`src/rtl/baud_tick_generator_if.sv`:
```
// Control/status bundle between the UART config block and the baud tick generator.
// The master drives the divisor and strobes. The slave returns the two tick pulses.
interface baud_tick_generator_if #(
    parameter int N = 16,
    parameter int F = 4
) ();
    logic         i_enable;
    logic         i_load;
    logic [N-1:0] i_div_int;
    logic [F-1:0] i_div_frac;
    logic         o_tick;
    logic         o_bit_tick;

    modport master (
        output i_enable,
        output i_load,
        output i_div_int,
        output i_div_frac,
        input  o_tick,
        input  o_bit_tick
    );

    modport slave (
        input  i_enable,
        input  i_load,
        input  i_div_int,
        input  i_div_frac,
        output o_tick,
        output o_bit_tick
    );
endinterface

```
`src/rtl/baud_tick_generator.sv`:
```
// Fractional baud-rate tick generator with a run-time divisor of DIV_INT + DIV_FRAC/2^F.
// It produces an oversample tick and a 1x bit tick on every OVS-th oversample tick.
module baud_tick_generator #(
    parameter int N        = 16,
    parameter int F        = 4,
    parameter int OVS      = 16,
    parameter int DEF_INT  = 651,
    parameter int DEF_FRAC = 0
) (
    input  logic                    i_clk,
    input  logic                    i_reset,
    baud_tick_generator_if.slave    bus
);
    localparam int            OW        = (OVS > 1) ? $clog2(OVS) : 1;
    localparam logic [OW-1:0] OCNT_LAST = OW'(OVS - 1);

    logic [N-1:0]  div_int_q;
    logic [F-1:0]  div_frac_q;
    logic [N-1:0]  cnt;
    logic [F-1:0]  facc;
    logic          ext_q;
    logic [OW-1:0] ocnt;

    logic [N-1:0]  eff;
    logic [N:0]    term_lim;
    logic          term;
    logic [F:0]    frac_sum;
    logic          ocnt_last;
    logic          tick;

    // The limit is compared one bit wider so that eff = 2^N-1 plus the extension cycle cannot wrap.
    always_comb begin
        eff       = (div_int_q == '0) ? N'(1) : div_int_q;
        term_lim  = {1'b0, eff} - (N+1)'(1) + {{N{1'b0}}, ext_q};
        term      = ({1'b0, cnt} == term_lim);
        frac_sum  = {1'b0, facc} + {1'b0, div_frac_q};
        ocnt_last = (ocnt == OCNT_LAST);
        tick      = bus.i_enable & term & ~bus.i_load;
    end

    assign bus.o_tick     = tick;
    assign bus.o_bit_tick = tick & ocnt_last;

    always_ff @(posedge i_clk or posedge i_reset) begin
        if (i_reset) begin
            div_int_q  <= N'(DEF_INT);
            div_frac_q <= F'(DEF_FRAC);
            cnt        <= '0;
            facc       <= '0;
            ext_q      <= 1'b0;
            ocnt       <= '0;
        end else if (bus.i_load) begin
            div_int_q  <= bus.i_div_int;
            div_frac_q <= bus.i_div_frac;
            cnt        <= '0;
            facc       <= '0;
            ext_q      <= 1'b0;
            ocnt       <= '0;
        end else if (bus.i_enable) begin
            if (term) begin
                cnt   <= '0;
                facc  <= frac_sum[F-1:0];
                ext_q <= frac_sum[F];
                ocnt  <= ocnt_last ? '0 : ocnt + OW'(1);
            end else begin
                cnt   <= cnt + N'(1);
            end
        end
    end
endmodule

```
`src/flat_wrapper.sv`:
```
// flat-port wrapper written by rule: the top's interface ports become plain ports
module baud_tick_generator_flat 
#(
    parameter int N        = 16,
    parameter int F        = 4,
    parameter int OVS      = 16,
    parameter int DEF_INT  = 651,
    parameter int DEF_FRAC = 0
)
  (i_clk, i_reset, bus_i_enable, bus_i_load, bus_i_div_int, bus_i_div_frac, bus_o_tick, bus_o_bit_tick);
  baud_tick_generator_if #(.N(N), .F(F)) bus_i ();
  input  logic i_clk;
  input  logic i_reset;
  input wire logic [$bits(bus_i.i_enable)-1:0] bus_i_enable;
  input wire logic [$bits(bus_i.i_load)-1:0] bus_i_load;
  input wire logic [$bits(bus_i.i_div_int)-1:0] bus_i_div_int;
  input wire logic [$bits(bus_i.i_div_frac)-1:0] bus_i_div_frac;
  output wire logic [$bits(bus_i.o_tick)-1:0] bus_o_tick;
  output wire logic [$bits(bus_i.o_bit_tick)-1:0] bus_o_bit_tick;
  assign bus_i.i_enable = bus_i_enable;
  assign bus_i.i_load = bus_i_load;
  assign bus_i.i_div_int = bus_i_div_int;
  assign bus_i.i_div_frac = bus_i_div_frac;
  assign bus_o_tick = bus_i.o_tick;
  assign bus_o_bit_tick = bus_i.o_bit_tick;
  baud_tick_generator #(.N(N), .F(F), .OVS(OVS), .DEF_INT(DEF_INT), .DEF_FRAC(DEF_FRAC)) u_core (.i_clk(i_clk), .i_reset(i_reset), .bus(bus_i));
endmodule
```
`config.mk`:
```
export PLATFORM = sky130hd
export DESIGN_NAME = baud_tick_generator_flat
export DESIGN_NICKNAME = d
export VERILOG_FILES = /design/src/rtl/baud_tick_generator_if.sv /design/src/rtl/baud_tick_generator.sv /design/src/flat_wrapper.sv
export SDC_FILE = /design/constraint.sdc
export NUM_CORES = 1
export LEC_CHECK = 0
export BUFFER_PORTS_ARGS = -buffer_cell sky130_fd_sc_hd__buf_2
export CELL_PAD_IN_SITES_DETAIL_PLACEMENT = 0
export CELL_PAD_IN_SITES_GLOBAL_PLACEMENT = 2
export CORE_MARGIN = 2
export CORE_UTILIZATION = 39
export CTS_BUF_LIST = sky130_fd_sc_hd__clkbuf_8
export CTS_CLUSTER_DIAMETER = 30
export CTS_CLUSTER_SIZE = 30
export DETAILED_ROUTE_END_ITERATION = 8
export PLACE_DENSITY_LB_ADDON = 0.1
export SYNTH_ARGS = -nofsm -noshare
export SYNTH_HDL_FRONTEND = slang
export SYNTH_SLANG_ARGS = --single-unit
export TNS_END_PERCENT = 10
```
`constraint.sdc`:
```
create_clock -name i_clk -period 5.16 [get_ports i_clk]
set_clock_uncertainty 0.2 [all_clocks]
set_input_delay 0.516 -clock i_clk [delete_from_list [all_inputs] [get_ports i_clk]]
set_output_delay 0.516 -clock i_clk [all_outputs]
set_load 0.01 [all_outputs]
```
# --- Yosys cells after proc, flatten, opt, wreduce, memory -nomap -nowiden ---
# Cells that the tools add are included.
word_totals:
  ff_bits: 45
  input_bits: 24
classes:
  n_addsub: 5
  eq_ne: 2
  mux: 14
  n_bitwise: 4
  reduce_logical: 4
op_table:
  columns: ["op", "count"]
  rows:
  - ["$mux W16", 4]
  - ["$mux W4", 7]
  - ["$add A17 B1 Y17", 1]
  - ["$eq A16 B17 Y1", 1]
  - ["$sub A16 B1 Y17 const B", 1]
  - ["$add A16 B1 Y16 const B", 1]
  - ["$logic_not A16 Y1", 1]
  - ["$add A4 B4 Y5", 1]
  - ["$add A4 B1 Y4 const B", 1]
  - ["$eq A4 B4 Y1 const B", 1]
  - ["$reduce_bool A2 Y1", 2]
  - ["$and A1 B1 Y1", 3]
  - ["$mux W1", 3]
  - ["$reduce_and A2 Y1", 1]
  - ["$not A1 Y1", 1]

# --- Logic depth before layout (Yosys ltp) ---
depth:
  ltp_word: 8
  ltp_mapped: 16
  mapped_depth_nobuf: 12

# --- Worst setup path before layout ---
# OpenSTA, ideal clock, no wires.
synth_path:
  path_type: "flip-flop to output port"
  startpoint: "register u_core.div_int_q[4]"
  endpoint: "output bus_o_bit_tick"
  arrival_time_ns: 3.434
  required_time_ns: 4.444
  path_slack_ns: 1.010
  path_stages_with_launch: 15
  path_buffers: 2
  path_cell_list: "dfrtp_1 > buf_6 > or4_1 > buf_2 > nor3_1 > a31oi_1 > ha_1 > ha_1 > nand2b_1 > o211a_1 > o31a_1 > a221o_1 > nor4_1 > nand3_1 > nor3_1"
synth_between:
  elab_chain_len: 8
synth_lines:
  columns: ["item", "line", "source"]
  rows:
  - ["start, declared", "baud_tick_generator.sv:17", "logic [N-1:0] div_int_q;"]
  - ["start signal, assigned", "baud_tick_generator.sv:46", "div_int_q <= N'(DEF_INT);"]
  - ["start signal, assigned", "baud_tick_generator.sv:53", "div_int_q <= bus.i_div_int;"]
  - ["$logic_not A16 Y1", "baud_tick_generator.sv:33", "eff = (div_int_q == '0) ? N'(1) : div_int_q;"]
  - ["$mux W16 *", "baud_tick_generator.sv:33", null]
  - ["$sub A16 B1 Y17 *", "baud_tick_generator.sv:34", "term_lim = {1'b0, eff} - (N+1)'(1) + {{N{1'b0}}, ext_q};"]
  - ["$add A17 B1 Y17 *", "baud_tick_generator.sv:34", null]
  - ["$eq A16 B17 Y1 *", "baud_tick_generator.sv:35", "term = ({1'b0, cnt} == term_lim);"]
  - ["$and A1 B1 Y1 * (2 in series)", "baud_tick_generator.sv:38", "tick = bus.i_enable & term & ~bus.i_load;"]
  - ["$and A1 B1 Y1 *", "baud_tick_generator.sv:42", "assign bus.o_bit_tick = tick & ocnt_last;"]
  - ["end, declared", "flat_wrapper.sv:19", "output wire logic [$bits(bus_i.o_bit_tick)-1:0] bus_o_bit_tick;"]
# Every way passes the cells marked *; elsewhere a longest branch is shown, timed or not.

# --- Worst setup path in the final report ---
# Same ends and word-level chain as after synthesis.

==> out/metrics.yaml <==
sta:
  layout_min_cycle_time_ps: 4890
  tightest_slew_ps: 980
  hold_violations: 0
  max_freq_ghz: 0.204
  setup_viol: 0
  rsz0062_at_grt: "false"
  relSlewSlack_pct: 34.6
  fin_ws_ps: 266
  setup_tns_ps: 0
  holdWs_ps: 225
  finalCritPeriodShare_pct: 94.8
  slew_viol_final: 0
setup_path:
  crit_type: "flip-flop to output port"
  cp.arrival_ps: 4180
  path_max_fanout: 8
  start_kind: "flip-flop"
  setup.worst_path.end_class: "output port"
  crit_required_ps: 4440
clock_network:
  cts_tree: "yes"
  cts_root_buf: "clkbuf_8"
  clock_latency_ps: 300
  cts.sinks: 45
  cts.htree.levels: 2
  clockBufferDepth: 2
  cts_hold_buf: 0
  cts_buffers: 5
  clk_pin_slew_ps: 100
power_and_ir_drop:
  p_per_area_nw_per_um2: 229
  irDropWorstVdd_mv: 0.0973
  p_leak_nw: 1.27
  p_total_mw: 0.740
yosys:
  synth_cell_type_count: 59
  synth-main-ff-cell: "dfrtp_1"
  synth_top_cell_by_area: "dfrtp_1"
  yosysSeqAreaShare_pct: 38.1
  synth_fp_nets: 347
  syn_avg_cell_area_um2: 9.48
  yosysWarnings: 0
  synth_edf_count: 0
  ys_top_cells_by_area: "dfrtp_1 34%, xnor2_1 6.2%, mux2_2 6.1%"
  ys_ff_latch: 45
  synthDominantCellAreaShare_pct: 33.6
  netlist_area_um2: 2980
  synth_cells: 314
  synthArstFlopShare_pct: 100
drt:
  drc: 0
  viasPerCell: 5.56
  firstDrtPassIters: 4
  ant_nets: 0
  totalWireLength_mm: 7.21
  drtIter0Drc: 98
  wl_per_cell_um: 16.9
  dr_total_vias: 2378
hold_path:
  min_path_type: "primary input to async pin"
floorplan:
  core_area_um2: 7330
  die_area_um2: 8340
  die_w_um: 91.3
  core.rowCount: 31
  die_y_um: 91.3
  initial_core_util_pct: 40.6
  io-pin-count: 26
global_route:
  grt_pass1_vias: 2483
  track_usage_pct: 18.6
  grt_pass1_wl_mm: 12.5
  antenna_found_initial: 0
  grt_remaining_overflow: 0
  grt_max_degree: 46
cells_and_area:
  finalNonFillerCells: 428
  drive_gt1_share_pct: 21.9
  nFillCells: 732
  syn_to_final_growth_pct: 8.79
  fin_area_um2: 3240
  diodes: 0
  multiInputGateArea_um2: 1690
  register_area_um2: 1130
  final_util_pct: 44.2
  final_nets: 361
placed_design:
  placedCellCount: 420
  gp_congestion: 0.837
  placed_area_um2: 3140
  dp_hpwl_mm: 5.15
  dpl_worst_slack_ps: 410
  portBuffers: 25
job:
  drv_cap: 0
run_status:
  outcome: "finished, final reports clean"
==> synth_stat cells, types with 2 or more instances <==
| master | count |
|---|---|
| nand3b_1 | 2 |
| nor3_2 | 2 |
| o21ai_0 | 6 |
| nor2_1 | 18 |
| buf_6 | 2 |
| dfstp_2 | 5 |
| a221o_1 | 2 |
| or3_1 | 3 |
| o211ai_1 | 3 |
| dfrtp_1 | 40 |
| clkbuf_1 | 9 |
| xor2_1 | 12 |
| a211oi_1 | 2 |
| inv_1 | 12 |
| nor3_1 | 19 |
| nand3_1 | 12 |
| nand2_1 | 22 |
| nor2b_1 | 3 |
| or2_2 | 2 |
| a21o_1 | 2 |
| a31oi_1 | 6 |
| nor4_1 | 6 |
| or4_1 | 7 |
| mux2_2 | 16 |
| buf_1 | 2 |
| and4_1 | 2 |
| nand4_1 | 10 |
| nand2b_1 | 5 |
| xnor2_1 | 21 |
| or3_4 | 2 |
| o31a_1 | 2 |
| a21oi_1 | 13 |
| buf_2 | 7 |
| o31ai_1 | 5 |
| ha_1 | 8 |
==> flip-flops by register name, summed over array words and instances, names as in the netlist <==
name / count
u_core.div_int_q: 16
u_core.cnt: 16
u_core.facc: 4
u_core.ext_q: 1
u_core.div_frac_q: 4
u_core.ocnt: 4
==> final cells by class <==
class,count,area share (%)
repair buffers,29,4.79
inverters,12,1.39
multi-input cells,235,52.3
clock buffers,5,2.13
well taps,99,3.83
flip-flops and latches,45,35.0
clock inverters,3,0.580
==> final timing paths <==
path | start | to | slack (ps) | cells after the start
min in group i_clk | bus_i_div_int[5] | u_core.div_int_q[5] | 230 | 3
max reg2reg | u_core.div_int_q[4] | u_core.facc[2] | 400 | 12
max in group asynchronous | i_reset | u_core.ocnt[2] | 3910 | 2
min | i_reset | u_core.cnt[5] | 230 | 2
min reg2reg | u_core.div_frac_q[2] | u_core.div_frac_q[2] | 320 | 1
max | u_core.div_int_q[4] | bus_o_bit_tick | 270 | 13
==> cells by family after synthesis <==
kind of cell / count (synthesis) / share of synthesized area, %
simple gates: 124 / 23.7
compound gates: 52 / 12.8
flops: 45 / 38.1
buf+inv: 34 / 5.26
xor+xnor: 33 / 9.71
mux: 17 / 6.43
fa+ha+maj: 9 / 4.04
==> placed cells by master (no fill, tap or decap), drive strengths merged, types with 3 or more instances in the layout <==
master / Yosys / layout
mux2: 17 / 17
nand3: 12 / 12
xor2: 12 / 12
nor4: 7 / 7
dfstp: 5 / 5
or3: 5 / 5
o21ai: 6 / 6
xnor2: 21 / 21
a21oi: 14 / 14
nor3: 22 / 22
dfrtp: 40 / 40
nand2b: 5 / 5
nand2: 22 / 22
nand4: 10 / 10
o31ai: 5 / 5
or4: 7 / 7
inv: 12 / 13
ha: 8 / 8
buf: 12 / 29
nor2: 18 / 18
nor2b: 3 / 3
clkbuf: 10 / 5
o211ai: 3 / 3
a31oi: 6 / 6
==> repair_timing <==
action	CTS	global route
endpoints found under the setup margin	0	1
setup buffers	0	0
resized for setup	0	1
==> power by group <==
part	internal, mW	switching, mW	leakage (nW)
sequential	0.372	0.0252	0.577
combinational	0.0527	0.0670	0.651
clock	0.0938	0.130	0.0416
total	0.519	0.222	1.27
==> worst max-delay path, stage by stage, from the launching register on <==
cell and delay [ps]:
dfrtp_1 490, or4_1 650, nor3_1 340, a31oi_1 140
ha_1 240, ha_1 210, nand2b_1 160, o211a_1 140
o31a_1 320, a221o_1 330, nor4_2 400, nand3_1 140
nor3_1 180, buf_2 150
==> routing by layer <==
layer | vias to the layer above | wire length (µm) | global-route usage [%]
li1 | 1163 | - | -
met1 | 1170 | 3550 | 25.6
met2 | 38 | 3330 | 30.4
met3 | 7 | 236 | 3.07
met4 | 0 | 93 | 4.92
met5 | - | 0 | 0
Note: power is estimated with default switching activity, not from simulation.
